--- src/rtl/bg_frame_painter_pkg.sv ---
// Shared types and screen constants for the background frame painter.
// Used by bg_frame_painter and raster_counter.
package bg_frame_painter_pkg;

   localparam int unsigned SCREEN_W    = 160;
   localparam int unsigned SCREEN_H    = 120;
   localparam int unsigned COLOUR_BITS = 12;

   localparam logic [COLOUR_BITS-1:0] DEFAULT_KEY_COLOUR = 12'hF0F;

   typedef enum logic [1:0] {
      StIdle,
      StSweep,
      StFlush,
      StDone
   } state_e;

endpackage

--- src/rtl/raster_counter.sv ---
// Column/row raster counter: cx runs 0..Width-1, then wraps and bumps cy.
// last_o flags the bottom-right pixel so the sweep knows when to stop.
module raster_counter
   import bg_frame_painter_pkg::*;
#(
   parameter int unsigned Width  = SCREEN_W,
   parameter int unsigned Height = SCREEN_H,
   parameter int unsigned CoordW = 8
) (
   input  logic              clk_i,
   input  logic              resetn_i,
   input  logic              clear_i,
   input  logic              advance_i,
   output logic [CoordW-1:0] cx_o,
   output logic [CoordW-1:0] cy_o,
   output logic              last_o
);

   logic [CoordW-1:0] cx_q, cx_d;
   logic [CoordW-1:0] cy_q, cy_d;
   logic              last_x, last_y;

   assign last_x = (cx_q == CoordW'(Width - 1));
   assign last_y = (cy_q == CoordW'(Height - 1));

   always_comb begin
      cx_d = cx_q;
      cy_d = cy_q;
      if (clear_i) begin
         cx_d = '0;
         cy_d = '0;
      end else if (advance_i) begin
         if (last_x) begin
            cx_d = '0;
            cy_d = last_y ? '0 : cy_q + CoordW'(1);
         end else begin
            cx_d = cx_q + CoordW'(1);
         end
      end
   end

   always_ff @(posedge clk_i or negedge resetn_i) begin
      if (!resetn_i) begin
         cx_q <= '0;
         cy_q <= '0;
      end else begin
         cx_q <= cx_d;
         cy_q <= cy_d;
      end
   end

   assign cx_o   = cx_q;
   assign cy_o   = cy_q;
   assign last_o = last_x && last_y;

endmodule

--- src/rtl/bg_frame_painter.sv ---
// Sweeps a full frame from a background ROM into the vga_adapter, one pixel per clock.
// Optional BG_TRANSPARENT_KEY_EN: suppress plot for pixels equal to KEY_COLOUR.
module bg_frame_painter
   import bg_frame_painter_pkg::*;
#(
   parameter int unsigned WIDTH    = SCREEN_W,
   parameter int unsigned HEIGHT   = SCREEN_H,
   parameter int unsigned COLOUR_W = COLOUR_BITS,
   parameter int unsigned ADDR_W   = 15
`ifdef BG_TRANSPARENT_KEY_EN
   ,
   parameter logic [COLOUR_W-1:0] KEY_COLOUR = DEFAULT_KEY_COLOUR
`endif
) (
   input  logic                clk_i,
   input  logic                resetn_i,
   input  logic                start_i,
   input  logic                abort_i,
   output logic [ADDR_W-1:0]   rom_addr_o,
   input  logic [COLOUR_W-1:0] rom_q_i,
   output logic [7:0]          x_o,
   output logic [7:0]          y_o,
   output logic [COLOUR_W-1:0] colour_o,
   output logic                plot_o,
   output logic                busy_o,
   output logic                done_o
);

   state_e            state_q, state_d;
   logic [ADDR_W-1:0] rom_addr_q, rom_addr_d;
   logic [7:0]        x_q, x_d;
   logic [7:0]        y_q, y_d;
   logic              plot_q, plot_d;
   logic              busy_q, busy_d;
   logic              done_q, done_d;

   logic              sweeping;
   logic              cnt_clear;
   logic              cnt_advance;
   logic [7:0]        cx, cy;
   logic              cnt_last;

   raster_counter #(
      .Width  (WIDTH),
      .Height (HEIGHT),
      .CoordW (8)
   ) u_raster_counter (
      .clk_i     (clk_i),
      .resetn_i  (resetn_i),
      .clear_i   (cnt_clear),
      .advance_i (cnt_advance),
      .cx_o      (cx),
      .cy_o      (cy),
      .last_o    (cnt_last)
   );

   always_ff @(posedge clk_i or negedge resetn_i) begin
      if (!resetn_i) begin
         state_q <= StIdle;
      end else begin
         state_q <= state_d;
      end
   end

   always_comb begin
      state_d = state_q;
      unique case (state_q)
         StIdle:  if (start_i && !abort_i) state_d = StSweep;
         StSweep: begin
            if (abort_i) begin
               state_d = StIdle;
            end else if (cnt_last) begin
               state_d = StFlush;
            end
         end
         StFlush: state_d = abort_i ? StIdle : StDone;
         StDone:  state_d = StIdle;
         default: state_d = StIdle;
      endcase
   end

   // The pixel addressed this cycle becomes the plotted pixel next cycle,
   // lining x/y/plot up with the ROM's one-cycle read latency.
   always_comb begin
      sweeping    = (state_q == StSweep) && !abort_i;
      cnt_clear   = !sweeping;
      cnt_advance = sweeping;
      rom_addr_d  = (sweeping && (state_d == StSweep)) ? rom_addr_q + ADDR_W'(1) : '0;
      plot_d      = sweeping;
      x_d         = sweeping ? cx : '0;
      y_d         = sweeping ? cy : '0;
      busy_d      = (state_d == StSweep) || (state_d == StFlush);
      done_d      = (state_d == StDone);
   end

   always_ff @(posedge clk_i or negedge resetn_i) begin
      if (!resetn_i) begin
         rom_addr_q <= '0;
         x_q        <= '0;
         y_q        <= '0;
         plot_q     <= 1'b0;
         busy_q     <= 1'b0;
         done_q     <= 1'b0;
      end else begin
         rom_addr_q <= rom_addr_d;
         x_q        <= x_d;
         y_q        <= y_d;
         plot_q     <= plot_d;
         busy_q     <= busy_d;
         done_q     <= done_d;
      end
   end

   assign rom_addr_o = rom_addr_q;
   assign x_o        = x_q;
   assign y_o        = y_q;
   assign colour_o   = rom_q_i;
   assign busy_o     = busy_q;
   assign done_o     = done_q;

`ifdef BG_TRANSPARENT_KEY_EN
   assign plot_o = plot_q && (rom_q_i != KEY_COLOUR);
`else
   assign plot_o = plot_q;
`endif

endmodule

--- config.mk ---
export PLATFORM = sky130hd
export DESIGN_NAME = bg_frame_painter
export DESIGN_NICKNAME = d
export VERILOG_FILES = /design/src/rtl/bg_frame_painter_pkg.sv /design/src/rtl/raster_counter.sv /design/src/rtl/bg_frame_painter.sv
export SDC_FILE = /design/constraint.sdc
export NUM_CORES = 1
export LEC_CHECK = 0
export CAP_MARGIN = 0
export CORE_ASPECT_RATIO = 1.5
export CORE_UTILIZATION = 48
export CTS_BUF_LIST = sky130_fd_sc_hd__clkbuf_16
export DETAILED_ROUTE_END_ITERATION = 12
export PLACE_DENSITY = 0.79
export SYNTH_ARGS = -nofsm -noshare
export SYNTH_HDL_FRONTEND = slang
export SYNTH_SLANG_ARGS = --single-unit
--- constraint.sdc ---
create_clock -name clk_i -period 3.9 [get_ports clk_i]
set_clock_uncertainty 0.2 [all_clocks]
set_input_delay 1.17 -clock clk_i [delete_from_list [all_inputs] [get_ports clk_i]]
set_output_delay 1.17 -clock clk_i [all_outputs]
set_load 0.01 [all_outputs]
==> results.md <==
- Die X: between 50 and 60 um
- Core ar.: roughly 4600 um^2
- P per Cell Area: roughly 390 nW/um^2
- Final instance area: 2890 um^2
- Pre-CTS setup slack: roughly 0.23 ns
- RD Place Congestion: a little over 0.8
- Count of final max-slew check failures: 0
- Final setup viols: 0
- Lkg Pwr: ~0.0013 uW
- Mapped Cells: 211
- Num CTS Buffers: 5
- Global route overflow: 0
- Clk root buf: clkbuf_16
- Vias in the first global route: ~1500
- Hold-fix buffers, CTS: 0
- Die H: between 80 and 90 um
- HPWL Detailed: 2980 um
- Gr usage total: 18.5%
- Antenna violations before repair: 0
- Multi-input gate area: 906 um^2
- Post-CTS resize count: 0
- Seq/Total Area, Yosys: a little under three fifths
- Register area: around 1300 um^2
- TritonCTS Sinks: between 50 and 60
- Setup crit end kind: flip-flop
- Filler instances: 360
- CP Launch Type: primary input
- Antenna Cells: 0
- Sequential share of power: about half
- Fmax: a little under 300 MHz
- Worst-path clk slew: about 0.07 ns
- Arrival time at the worst endpoint: approximately 3.4 ns
- Slowest cell on crit path: or4_1
- Commonest non-fill, non-tap cells in the layout: 52 x dfrtp_1, 36 x clkdlybuf4s50_1, 18 x nor2_1
- Dpl cell area: roughly 2700 um^2
- Via count: about 1600
- Psw: a little over 200 uW
- PnR worst setup slack: 0.536 ns
- Final wirelength: between 4000 and 5000 um
- Initial Util: between 50% and 60%
- Nets: approximately 260
- Avg Cell Area, Syn: 11.1 um^2
- DR iter-0 viols: between 100 and 150
- Area delta synth->final: 23.7%
- R2R cell count: 9
- Critical path fanouts, max: 4
- VDD IR-drop max: approximately 310 uV
- Worst-Margin Slew: around 0.7 ns
- Hold Fails Final Rpt: 0
- Sw Ratio: 18.3%
- Buffers on Ports: 37
- Crit path cell chain: clkdlybuf4s50_1, or3b_1, inv_2, nand2_1, a211oi_1, ha_1, nand2_1, or4_1, nand2_1
- Syn nets: ~230
- RSZ-0062 raised after global routing: false
- Distinct cells, synth: 38
- Int Pwr: just over 900 uW
- Clock Power Share: 48.2%
- Commonest non-fill, non-tap cell in the layout: dfrtp_1
- CP dominant cell by count: nand2_1
- Outcome: complete, no violations
- H-tree levels: 2
- Drc violations: 0
- Site Rows: 30
- Layout cells sized above 1: between 10% and 20%
- Die area: approximately 5200 um^2
- HP Class: reg2reg
- CP Data Required Time: just under 4 ns
- Synth warnings: 0
- Period utilization: between 80% and 90%
- Max Cap Violations: 0
- Pin count of the biggest net entering global routing: 33
- I/O pin count: 62
- Worst skew pair latency: about 0.28 ns
- Routed WL per cell: approximately 14 um
- Kind of critical path: in2reg
- First-pass GRT wire length: 7130 um
- Critical path's largest stage delay: 0.50 ns
- Slew HR: 53.7%
- Crit path time final: 3.36 ns
- Clock tree buffer depth: 2
- Syn Std Cell Area: approximately 2300 um^2
- Hold Crit Depth: 1
- Total negative slack: 0 ns
- First-pass DRT Iterations: 4
- TritonCTS clock tree: built
- Comb power frac: approximately 3.3%
- R2R setup slack: between 1 and 1.5 ns
- Register bit total from synthesis: 52
- Setup Buffers After CTS: 0
- Vias per inst: approximately 5.3
- Final antenna-violating net count: 0
worst paths after layout:
check | end | from
worst min-delay path | rom_addr_o[0]$_DFF_PN0_ | rom_addr_o[0]$_DFF_PN0_
worst max-delay path | rom_addr_o[9]$_DFF_PN0_ | abort_i
min in group asynchronous | plot_o$_DFF_PN0_ | resetn_i
worst min register to register | rom_addr_o[0]$_DFF_PN0_ | rom_addr_o[0]$_DFF_PN0_
worst max register to register | rom_addr_o[9]$_DFF_PN0_ | u_raster_counter.cx_o[0]$_DFF_PN0_
max in group asynchronous | x_o[4]$_DFF_PN0_ | resetn_i
power by group through the flow:
stage | clock [uW] | sequential (uW) | combinational, uW
after floorplan | 0 | 556 | 23.9
after global placement | 0 | 555 | 37.0
after detailed placement | 0 | 555 | 37.6
after CTS | 553 | 545 | 38.0
after global routing | 572 | 545 | 42.3
final | 543 | 545 | 36.9
Yosys cell counts:
library cell	number	area, um^2
dfrtp_1	52	1300
nor2_1	18	67.6
and2_1	16	100
nand2_1	15	56.3
buf_4	12	90.1
nand3_1	11	55.1
xor2_1	11	96.3
a21oi_1	8	40.0
clkbuf_1	5	18.8
ha_1	5	62.6
nand4_1	5	31.3
o21ai_0	5	25.0
or3_1	5	31.3
nor3_1	4	20.0
o2111ai_1	4	35.0
xnor2_1	4	35.0
or3b_1	3	26.3
or4_1	3	22.5
a21o_1	2	15.0
and2_2	2	15.0
and3_1	2	12.5
and4_1	2	17.5
mux2_2	2	22.5
a211oi_1	1	7.51
and2b_2	1	8.76
and3_2	1	7.51
and4_2	1	10.0
buf_2	1	5.00
clkbuf_4	1	7.51
inv_1	1	3.75
inv_2	1	3.75
nand2_2	1	6.26
nand4bb_4	1	27.5
nor3b_1	1	7.51
nor3b_4	1	18.8
o31ai_1	1	7.51
or2b_1	1	7.51
or4b_1	1	10.0
layer usage:
| metal | track usage (%) | vias up | wire length, um |
|---|---|---|---|
| met2 | 31.5 | 47 | 2180 |
| met4 | 8.44 | 0 | 108 |
| met3 | 3.71 | 10 | 148 |
| met1 | 22.1 | 779 | 1800 |
| met5 | 0 | - | 0 |
| li1 | - | 772 | - |
registers in the layout, summed over array words and instances, names as in the netlist:
signal                 count
u_raster_counter.cy_o      8
u_raster_counter.cx_o      8
x_o                        8
done_o                     1
y_o                        8
rom_addr_o                15
plot_o                     1
busy_o                     1
state_q                    2
cell type report:
| type | instances | area share (%) |
|---|---|---|
| Multi-Input combinational cell | 138 | 31.3 |
| Clock buffer | 5 | 4.33 |
| Clock inverter | 2 | 2.08 |
| Timing Repair Buffer | 43 | 14.2 |
| Sequential cell | 52 | 45.0 |
| Tap cell | 64 | 2.77 |
| Inverter | 2 | 0.260 |
logic make-up after synthesis:
family | Yosys count | share of synthesized area [%]
AOI/OAI and AO/OA | 21 | 5.57
adders and majority gates | 5 | 2.68
muxes | 2 | 0.964
DFF | 52 | 55.7
xor gates and xnor gates | 15 | 5.62
buffers and inverters | 21 | 5.52
and+or+nand+nor | 95 | 23.9
per-stage QoR:
step | hold WS, ns | cells | power [uW] | util (%)
CTS | 0.290 | 306 | 1140 | 62.6
global route | 0.322 | 306 | 1160 | 62.6
floorplan | 0.266 | 211 | 580 | -
global placement | 0.280 | 299 | 592 | 58.6
finish | 0.288 | 306 | 1120 | 62.6
detailed placement | 0.281 | 299 | 593 | 58.6
worst max-delay path, delay by kind of cell:
family,cells,cell delay (ns)
and+or+nand+nor,5,1.15
buffers and inverters,2,0.53
AOI/OAI and AO/OA,1,0.31
adders and majority gates,1,0.24
(Power assumes the default switching activity.)
